<file path="src/rtl/addsub_pipe.sv">
// Pipelined add/subtract unit with x86-style OF/CF/SF/ZF flags.
// The carry chain is split into STAGES slices, with one slice resolved per register stage.
module addsub_pipe #(
    parameter int WIDTH  = 32,
    parameter int STAGES = 4
) (
    input  logic             clk,
    input  logic             rst,
    input  logic             in_valid,
    output logic             in_ready,
    input  logic [1:0]       op,
    input  logic [WIDTH-1:0] a,
    input  logic [WIDTH-1:0] b,
    input  logic             cin,
    output logic             out_valid,
    input  logic             out_ready,
    output logic [WIDTH-1:0] c,
    output logic             of,
    output logic             cf,
    output logic             sf,
    output logic             zf
);

    localparam int SW  = WIDTH / STAGES;
    localparam int MSB = WIDTH - 1;
    localparam int FIN = STAGES - 1;

    logic [WIDTH-1:0]  a_r    [STAGES];
    logic [WIDTH-1:0]  be_r   [STAGES];
    logic [WIDTH-1:0]  sum_r  [STAGES];
    logic [STAGES-1:0] zero_r [STAGES];
    logic              cy_r   [STAGES];
    logic              sub_r  [STAGES];
    logic              v_r    [STAGES];
    logic              of_r, cf_r, sf_r, zf_r;

    logic [WIDTH-1:0]  st_a_s    [STAGES];
    logic [WIDTH-1:0]  st_be_s   [STAGES];
    logic [WIDTH-1:0]  st_sum_s  [STAGES];
    logic [STAGES-1:0] st_zero_s [STAGES];
    logic              st_cy_s   [STAGES];
    logic              st_sub_s  [STAGES];
    logic              st_v_s    [STAGES];
    logic [SW:0]       slice_s   [STAGES];
    logic [WIDTH-1:0]  nx_sum_s  [STAGES];
    logic [STAGES-1:0] nx_zero_s [STAGES];

    logic adv_s;
    logic cin0_s;
    logic of_s, cf_s, sf_s, zf_s;

    assign adv_s = !v_r[FIN] || out_ready;

    // Carry into slice 0; subtraction is a + ~b + 1, and SBB borrows by dropping that +1.
    always_comb begin
        cin0_s = 1'b0;
        case (op)
            2'b00:   cin0_s = 1'b0;
            2'b01:   cin0_s = 1'b1;
            2'b10:   cin0_s = cin;
            2'b11:   cin0_s = ~cin;
            default: cin0_s = 1'b0;
        endcase
    end

    genvar g;
    for (g = 0; g < STAGES; g++) begin : g_stage
        if (g == 0) begin : g_head
            assign st_a_s[g]    = a;
            assign st_be_s[g]   = op[0] ? ~b : b;
            assign st_sum_s[g]  = {WIDTH{1'b0}};
            assign st_zero_s[g] = {STAGES{1'b0}};
            assign st_cy_s[g]   = cin0_s;
            assign st_sub_s[g]  = op[0];
            assign st_v_s[g]    = in_valid;
        end else begin : g_body
            assign st_a_s[g]    = a_r[g-1];
            assign st_be_s[g]   = be_r[g-1];
            assign st_sum_s[g]  = sum_r[g-1];
            assign st_zero_s[g] = zero_r[g-1];
            assign st_cy_s[g]   = cy_r[g-1];
            assign st_sub_s[g]  = sub_r[g-1];
            assign st_v_s[g]    = v_r[g-1];
        end

        // Resolve this stage's slice and merge it into the partial sum and zero mask.
        always_comb begin
            slice_s[g] = {1'b0, st_a_s[g][g*SW +: SW]} + {1'b0, st_be_s[g][g*SW +: SW]}
                       + {{SW{1'b0}}, st_cy_s[g]};
            nx_sum_s[g]              = st_sum_s[g];
            nx_sum_s[g][g*SW +: SW]  = slice_s[g][SW-1:0];
            nx_zero_s[g]             = st_zero_s[g];
            nx_zero_s[g][g]          = (slice_s[g][SW-1:0] == {SW{1'b0}});
        end
    end

    // Flags from the last slice; CF becomes a borrow for subtract-type ops.
    always_comb begin
        cf_s = slice_s[FIN][SW] ^ st_sub_s[FIN];
        sf_s = nx_sum_s[FIN][MSB];
        zf_s = &nx_zero_s[FIN];
        of_s = (st_a_s[FIN][MSB] == st_be_s[FIN][MSB]) && (nx_sum_s[FIN][MSB] != st_a_s[FIN][MSB]);
    end

    // Pipeline registers: the whole pipe moves together or freezes together.
    always_ff @(posedge clk or posedge rst) begin
        if (rst) begin
            for (int k = 0; k < STAGES; k++) begin
                a_r[k]    <= {WIDTH{1'b0}};
                be_r[k]   <= {WIDTH{1'b0}};
                sum_r[k]  <= {WIDTH{1'b0}};
                zero_r[k] <= {STAGES{1'b0}};
                cy_r[k]   <= 1'b0;
                sub_r[k]  <= 1'b0;
                v_r[k]    <= 1'b0;
            end
            of_r <= 1'b0;
            cf_r <= 1'b0;
            sf_r <= 1'b0;
            zf_r <= 1'b0;
        end else if (adv_s) begin
            for (int k = 0; k < STAGES; k++) begin
                a_r[k]    <= st_a_s[k];
                be_r[k]   <= st_be_s[k];
                sum_r[k]  <= nx_sum_s[k];
                zero_r[k] <= nx_zero_s[k];
                cy_r[k]   <= slice_s[k][SW];
                sub_r[k]  <= st_sub_s[k];
                v_r[k]    <= st_v_s[k];
            end
            of_r <= of_s;
            cf_r <= cf_s;
            sf_r <= sf_s;
            zf_r <= zf_s;
        end
    end

    assign in_ready  = adv_s;
    assign out_valid = v_r[FIN];
    assign c         = sum_r[FIN];
    assign of        = of_r;
    assign cf        = cf_r;
    assign sf        = sf_r;
    assign zf        = zf_r;

endmodule
</file>
<file path="config.mk">
export PLATFORM = sky130hd
export DESIGN_NAME = addsub_pipe
export DESIGN_NICKNAME = d
export VERILOG_FILES = /design/src/rtl/addsub_pipe.sv
export SDC_FILE = /design/constraint.sdc
export NUM_CORES = 1
export LEC_CHECK = 0
export CAP_MARGIN = 20
export CORE_UTILIZATION = 36
export DETAILED_ROUTE_END_ITERATION = 8
export PLACE_DENSITY = 0.61
export SLEW_MARGIN = 20
export SYNTH_ARGS = -nofsm -noshare
export SYNTH_HDL_FRONTEND = slang
export SYNTH_SLANG_ARGS = --single-unit
</file>
<file path="constraint.sdc">
create_clock -name clk -period 11.85 [get_ports clk]
set_input_delay 2.9625 -clock clk [delete_from_list [all_inputs] [get_ports clk]]
set_output_delay 2.9625 -clock clk [all_outputs]
set_load 0.005 [all_outputs]
</file>
-- After elaboration in Yosys (flattened, before gate mapping)
Index checks and enable logic that the tools add are counted.
- add/subtract/negate cells: 8
- eq/ne operators: 5
- mux-type cells: 2
- bitwise operators: 3
- reduce and logical (&&, ||, !) cells: 9
- operators with widths (kind ; number):
    adder 8 x 8 -> 9 bit ; 4
    adder 9 x 1 -> 9 bit ; 4
    zero test 8 bit ; 4
    2-to-1 mux 32 bit ; 1
    inverter 32 bit ; 1
    equality test 2 bit, second input constant ; 2
    one-hot mux 1 bit (4 select lines) ; 1
    AND reduction 4 bit ; 1
    equality test 2 x 1 -> 1 bit, second input constant ; 1
    zero test 2 bit ; 1
    equality test 1 bit ; 1
    logical AND 1 bit ; 1
    zero test 1 bit ; 1
    logical OR 1 bit ; 1
    != test 1 bit ; 1
    inverter 1 bit ; 1
    XOR 1 bit ; 1
- bits in registers: 292
- bits of input ports: 71
- output and inout port bits: 38

-- Logic depth before layout (Yosys ltp)
- depth in word-level cells: 5
- gate-level depth with buffers: 10
- gate-level depth less buffers: 9

-- Worst setup path after synthesis
Ideal clock, no wire load.
- path kind: input to output
- start: input port out_ready
- end: output port in_ready
- arrival time: 3.726 ns
- data required time: 8.888 ns
- slack: 5.161 ns
- stages on the path: 5
- buffers on the path: 3
- path through: nor2b_1 > buf_2 > inv_2 > buf_2 > buf_2
- longest elaborated chain between the ends: 1
- RTL lines (item ; RTL line ; text):
    from (decl) ; 16 ; input logic out_ready,
    logical OR 1 bit ; 52 ; assign adv_s = !v_r[FIN] || out_ready;
    to (decl) ; 10 ; output logic in_ready,
No other way between the ends.

-- Worst setup path in the final report
Same ends and word-level chain as after synthesis.

==> flow_metrics.tcl <==
set metrics [dict create \
    synth.largest_area_cell "dfrtp_1" \
    rrSetupSlack_ps 9040 \
    ctsHoldBuffers 0 \
    place_ws_ps 4260 \
    p_leak_nw 5.21 \
    arrival_ps 4620 \
    die_area_um2 25500 \
    cts.sinks 195 \
    insertion_delay_ps 430 \
    timing.hold.ws_ps 466 \
    areaGrowthSynthToFinish_pct 21.6 \
    clock_path_buffers 2 \
    rsz0062_at_grt "false" \
    slew_viol_final 0 \
    placement_rows 57 \
    hold_class "reg2reg" \
    grt_max_degree 124 \
    placed_cells 1365 \
    drt-pass1-iter-count 4 \
    drt_iter0_markers 388 \
    die_x_um 160 \
    critPathKind "in2out" \
    ys_seq_area_share_pct 54.6 \
    place.gp.congestion 0.771 \
    antenna_cells 0 \
    vias 6379 \
    relSlewSlack_pct 35.1 \
    cts_max_level 4 \
    hold_viol_final 0 \
    cts_buffers 17 \
    synthCells 972 \
    hpwl_um 11800 \
    start_util_pct 36.8 \
    clk_pin_slew_ps 70 \
    fillers 2407 \
    setup_viol_count_final 0 \
    status "finished clean" \
    yosysMostFrequentCell "nand2_1" \
    vias_per_cell 4.57 \
    tightest_slew_ps 973 \
    totalPowerFinal_mw 2.78 \
    avgSynthCellArea_um2 9.20 \
    cp.required_ps 8890 \
    clock-root-buffer "clkbuf_16" \
    grt_pass1_wl_um 30500 \
    ys_ff_latch 195 \
    io_pins 109 \
    synth_cell_types 50 \
    routedWlPerCell_um 12.7 \
    synth_area_leaders "dfrtp_1, nand2_1, ha_1" \
    synth_edf_count 0 \
    die_h_um 160 \
    layout_min_cycle_time_ps 7580 \
    synth_common_cells "nand2_1, dfrtp_1, o21ai_0" \
    fin_area_um2 10900 \
    fin_worst_skew_ps 15.3 \
    drive_gt1_share_pct 5.50 \
    dpl_cell_area_um2 10300 \
    path_max_fanout 35 \
    io_buffer_count 108 \
    cts_setup_buffers 0 \
    cts_tree "built" \
    period_share_pct 64.0 \
    end_kind "output port" \
    wl_um 17700 \
    max_clock_freq_mhz 132 \
    syn_area_um2 8940 \
    drc 0 \
    final.setup.worst_slack_ps 4270 \
    yosysWarnings 0 \
    max_cap_viol_count 0 \
    synth_top_cell_area_share_pct 54.6 \
    grt_usage_pct 14.7 \
    fin_util_pct 44.7 \
    async_flop_share_pct 100 \
    vdd_drop_max_uv 111 \
    setup-tns-final_ps 0 \
    final_cells 1397 \
    power.density_nw_per_um2 255 \
    grt_pass1_vias 6193 \
    fin_nets 1167 \
    syn_nets 1079 \
    antenna_found_initial 0 \
    ys.flop_type "dfrtp_1" \
    start_kind "input pin" \
    grt-ovfl-total 0 \
    cts-resized-gates 0 \
    route.antenna.remaining_nets 0 \
    core_area_um2 24300 \
]
[cells in the final DEF, fill, tap and decap left out, types with 16 or more instances in the layout]
master	count
nand2_1	439
clkdlybuf4s50_1	107
inv_1	16
xnor2_1	32
a21oi_1	20
dfrtp_1	195
clkbuf_16	17
nor2_1	22
o21ai_0	46
ha_1	28
[where the power goes]
group | internal, mW | total (mW) | switching, mW | leakage, nW
Clock | 0.302 | 0.567 | 0.265 | 0.285
Combinational | 0.508 | 1.10 | 0.591 | 2.56
Sequential | 0.954 | 1.11 | 0.157 | 2.36
Total | 1.76 | 2.78 | 1.01 | 5.21
[critical path: stages]
cell	delay, ps
clkdlybuf4s50_1	500
nor2b_4	40
buf_4	240
inv_4	290
clkdlybuf4s50_1	570
[registers in the layout, summed over array words and instances, names as in the netlist]
signal     cells
a_r           48
zf             1
of             1
c             32
nx_zero_s      6
be_r          48
cf             1
nx_sum_s      48
st_sub_s       3
out_valid      1
st_v_s         3
cy_r           3
[per-layer routing]
metal	global-route usage [%]	up-vias	wire length [um]
met5	0	-	0
li1	-	3304	-
met4	3.67	0	111
met3	3.35	4	491
met1	21.3	2978	9050
met2	22.3	93	8070
[final cells by class]
| type | count | area, um^2 | area share (%) |
|---|---|---|---|
| repair buffers | 115 | 1130 | 10.4 |
| well taps | 324 | 405 | 3.73 |
| clock buffers | 18 | 439 | 4.04 |
| clock inverters | 14 | 145 | 1.33 |
| multi-input cells | 713 | 3800 | 35.0 |
| inverters | 18 | 77.6 | 0.713 |
| flip-flops and latches | 195 | 4880 | 44.9 |
[worst paths after layout]
path,endpoint,cells past startpoint,startpoint
worst min register to register,c[15],2,c[15]
max in group asynchronous,nx_sum_s[70],3,rst
worst max-delay path,in_ready,5,out_ready
min in group asynchronous,a_r[118],2,rst
worst min-delay path,c[15],2,c[15]
worst max register to register,nx_sum_s[44],5,out_valid
[cells by family (layout without fill, tap and decap cells)]
| family | Yosys count | in the layout | synth area share [%] |
|---|---|---|---|
| muxes | 11 | 11 | 1.36 |
| AOI/OAI and AO/OA | 114 | 114 | 8.31 |
| xor gates and xnor gates | 47 | 47 | 4.60 |
| and+or+nand+nor | 505 | 505 | 22.5 |
| adders and majority gates | 36 | 36 | 5.71 |
| DFF | 195 | 195 | 54.6 |
| buffers and inverters | 64 | 165 | 3.01 |
Note: power is estimated with default switching activity, not from simulation.
==> RTL change 1, RTL diff (same flow settings) <==
`WIDTH`: 32 -> 48.
--- a/src/rtl/addsub_pipe.sv
+++ b/src/rtl/addsub_pipe.sv
@@ -1,7 +1,7 @@
 // Pipelined add/subtract unit with x86-style OF/CF/SF/ZF flags.
 // The carry chain is split into STAGES slices, with one slice resolved per register stage.
 module addsub_pipe #(
-    parameter int WIDTH  = 32,
+    parameter int WIDTH  = 48,
     parameter int STAGES = 4
 ) (
     input  logic             clk,
Interface: changed (resized a, b and c); port bits go from 109 to 157. No check against the original RTL was run, so the function may have changed too.
==> RTL change 1 against the unedited design <==
  * The run now ends with design-rule violations left
  * Via count grew 51%
  * Utilization grew 0.43 points
  * Worst setup slack got worse by 0.17 ns
  * Sequential cell count increased by 88
  * Wire length rose by 57%
  * Critical path depth shrank 1
  * Total power rose by 54%
  * Design area increased by 48%
  * Synthesized area grew 46%
  * Critical path type unchanged
  * Largest power group is now combinational cells
==> RTL change 1: results (changes against the unedited design) <==
status finished with violations; failing checks design-rule violations; top post-synthesis cells by count 642 x nand2_1, 283 x dfrtp_1, 74 x o21ai_0, 61 x clkbuf_1, 47 x xnor2_1; CP Max Fanout 103 (+190%); Pint 2.73 mW (+55%); sequential cell area fraction in the yosys report 54.1% (-0.45 points); CTS buffer count 31 (+14); multi-input gates 1067 (+50%); Skew-Pair Late Insertion Delay 0.57 ns (+0.14 ns); DRC viols 24 (+24); Non-clock buffer share 10.0% (-0.34 points); IO Port Bufs 156 (+44%); synthesized net count 1599 (+48%); nonclk buf count 162 (+41%); clk_buf instances 42 (+24); Max Root-Sink Buffers 3 (+1); First-pass DRT Iterations 7 (+3); max incr delay on CP 0.54 ns (-0.03 ns); Post-Synth XOR/XNOR Area 5.42% (+0.82 points); post-synthesis compound-gate area fraction 8.31% (about the same); Multi-input gate area 0.00564 sq mm (+48%); core footprint 0.0357 sq mm (+47%); GRT Util Overall 15.4% (+0.67 points); Non-Clock Inverter Count 26 (+8); largest net degree at the start of global routing 157 (+27%); WL per Instance 13.5 microns (+6.6%); VDD IR-drop max 0.129 mV (+16%); sequential power 1.61 mW (+45%); Antenna Cells 1 (+1); Adder-Cell Fraction of Synth Area 5.43% (-0.28 points); Hold Crit Start c[31]; routed vias/inst 4.67 (+2.2%); met1 wire length 13300 microns (+47%); Arr. time, crit path 4.79 ns (+0.17 ns); FFs & Latches 283 (+45%); CTS H-tree lvls 1 (-3); synth unique cells 53 (+6.0%); WL met3 1250 microns (+150%); worst reg2reg path depth 8 (+3); fin nets 1726 (+48%); first-pass GRT wire length 46500 microns (+52%); Reg area 0.00708 sq mm (+45%); met2 WL post-DR 12800 microns (+59%); mux cell area share after synthesis 0.946% (-0.41 points); hpwl dp 18400 microns (+55%); GP Congestion 0.832 (+8.0%); # fillers 3478 (+44%); initial antenna violation count 1 (+1); layout cells sized above 1 5.33% (-0.17 points)
[RTL change 1: metrics by stage]
| stage | utilization [%] | area, sq um | hold slack (ns) | instances | total power [mW] |
|---|---|---|---|---|---|
| 2_1_floorplan | - | 13100 | 0.430 | 1444 | 2.76 |
| 6_report | 45.2 | 16100 | 0.463 | 2058 | 4.27 |
| 3_3_place_gp | 42.1 | 15000 | 0.443 | 1999 | 3.27 |
| 3_5_place_dp | 42.1 | 15000 | 0.453 | 1999 | 3.32 |
| 4_1_cts | 45.2 | 16100 | 0.462 | 2057 | 4.34 |
| 5_1_grt | 45.2 | 16100 | 0.487 | 2058 | 4.65 |
[RTL change 1: worst register-to-register path, stage by stage (launching register included)]
cell and delay, ns:
dfrtp_1 0.38, nor2b_4 0.21, inv_8 0.43, buf_4 0.69, and4_1 0.30, o211ai_1 0.12
a2111oi_0 0.52, o2111ai_1 0.19, o21ai_1 0.14
==> RTL change 2, RTL diff (same settings) <==
Made on the original files. Make the reset (`rst`) synchronous in one clocked block.
--- a/src/rtl/addsub_pipe.sv
+++ b/src/rtl/addsub_pipe.sv
@@ -103,7 +103,7 @@
     end
 
     // Pipeline registers: the whole pipe moves together or freezes together.
-    always_ff @(posedge clk or posedge rst) begin
+    always_ff @(posedge clk) begin
         if (rst) begin
             for (int k = 0; k < STAGES; k++) begin
                 a_r[k]    <= {WIDTH{1'b0}};
Function: differs if rst is asserted again (counterexample within 10 cycles, from zero or initial values and one cycle with rst high); with rst held inactive, the same outputs for 10 cycles.
==> RTL change 2 against the unedited design <==
  * Synthesized cell count decreased by 33%
  * Wire length decreased by 21%
  * Sequential cell count increased by 1
  * Hold slack got worse by 0.0062 ns
  * First-iteration DRC count decreased by 21%
  * Critical path depth decreased by 1
  * Largest cell class unchanged
  * Synthesized area decreased by 1.4%
  * Worst setup slack improved by 0.31 ns
  * Design area about the same
  * Final cell count decreased by 22%
Power is not compared: it rests on default switching activity, and its combinational part moved more than twofold at a synthesized area within 25%.
==> RTL change 2: results (changes against the unedited design) <==
worst hold endpoint of; Post-synth EDFFs 192 (+192); GRT Util Overall 12.1% (-2.6 points); root buffer cell clkbuf_16; Yosys warnings 0 (unchanged); layout cells sized above 1 6.11% (+0.61 points); first-pass GRT wire length 22800 microns (-25%); IO Port Bufs 108 (unchanged); max incr delay on CP 0.47 ns (-0.10 ns); fin nets 863 (-26%); final clock skew 0.00662 ns (-0.00868 ns); reg-to-reg endpoint a_r[0][52]; GP Congestion 0.731 (-5.2%); Post-synth ARST share 0% (-100 points); Slew @ Worst Pin 0.790 ns (-0.183 ns); synthesized net count 756 (-30%); reg-to-reg slack, setup 9.29 ns (+0.25 ns); top post-synthesis cells by count 192 x edfxtp_1, 141 x and2_1, 70 x nor2_1, 37 x xnor2_1, 28 x ha_1; largest registers sum_r x80, a_r x48, be_r x48; CP Max Fanout 5 (-86%); largest net degree at the start of global routing 103 (-17%); ranking of synthesized cells by area edfxtp_1 65%, and2_1 10%, ha_1 4.0%; vias in the first global route 4657 (-25%); cell family with most CP delay buffers and inverters; Hold Path Depth 2 (unchanged); status finished clean; WL per Instance 12.9 microns (+1.5%); vias 4776 (-25%); initial antenna violation count 0 (unchanged); initial DRC count 308 (-21%); sequential cell area fraction in the yosys report 66.3% (+12 points); Max Root-Sink Buffers 2 (unchanged); Antenna Cells 0 (unchanged); FF-to-FF Start v_r[3]; hpwl dp 8850 microns (-25%); synth unique cells 43 (-14%); Arr. time, crit path 4.31 ns (-0.31 ns); Hold Crit Start of
==> RTL change 2: changes by cell type after synthesis, sizes merged, moves of 5 or more <==
cell    change
and2      +140
nor3        -5
edfxtp    +192
buf        -25
dfrtp     -195
nor2       +48
xnor2       +5
mux2        -9
o21ai      -27
nand2     -425
o31ai       -8
==> RTL change 2: cells by family (layout without fill, tap and decap cells) <==
| group | Yosys count | after routing | share of synthesized area [%] |
|---|---|---|---|
| adders and majority gates | 36 | 36 | 5.79 |
| muxes | 1 | 1 | 0.113 |
| and+or+nand+nor | 257 | 257 | 16.0 |
| DFF | 196 | 196 | 66.3 |
| AOI/OAI and AO/OA | 63 | 63 | 4.77 |
| xor gates and xnor gates | 50 | 50 | 5.05 |
| buffers and inverters | 46 | 166 | 2.00 |
==> RTL change 2: where the power goes <==
part / switching (mW) / internal, mW / total [mW]
sequential: 0.0124 / 0.814 / 0.827
combinational: 0.0754 / 0.0876 / 0.163
clock: 0.263 / 0.339 / 0.602
total: 0.351 / 1.24 / 1.59
==> RTL change 2: worst min-delay path, delay by kind of cell (launching register included) <==
kind               cells  cell delay (ns)
AOI/OAI and AO/OA      1             0.05
DFF                    1             0.32
and+or+nand+nor        1             0.05
==> RTL change 2: worst max path at each step <==
stage | endpoint | slack (ns) | from
after floorplan | a_r[0][10] | 4.36 | out_ready
after global placement | in_ready | 4.60 | out_ready
after detailed placement | in_ready | 4.58 | out_ready
after CTS | in_ready | 4.57 | out_ready
after global routing | in_ready | 4.45 | out_ready
final | in_ready | 4.58 | out_ready
==> RTL change 2: layout make-up <==
class,instances,area [sq um]
clock buffers,17,425
flip-flops and latches,196,5850
multi-input cells,407,2810
fillers,2179,12900
clock inverters,15,193
inverters,21,86.3
repair buffers,113,1120
well taps,319,399
==> RTL change 2: per-layer routing <==
metal  up-vias  routed length, microns  global-route usage, %
met5         -                       0                      0
met1      2209                    6560                   15.6
met2        87                    6750                   19.5
li1       2469                       -                      -
met4         0                     232                   5.36
met3        11                     459                   2.50
==> RTL change 2: metrics by stage <==
stage,cells,setup WS [ns],hold slack (ns),total power [mW],cell area (sq um)
after CTS,1088,4.57,0.460,1.61,10900
after floorplan,649,4.36,0.442,0.943,8820
after global placement,1056,4.60,0.436,1.00,10300
after detailed placement,1056,4.58,0.451,1.01,10300
final,1088,4.58,0.460,1.59,10900
after global routing,1088,4.45,0.479,1.66,10900
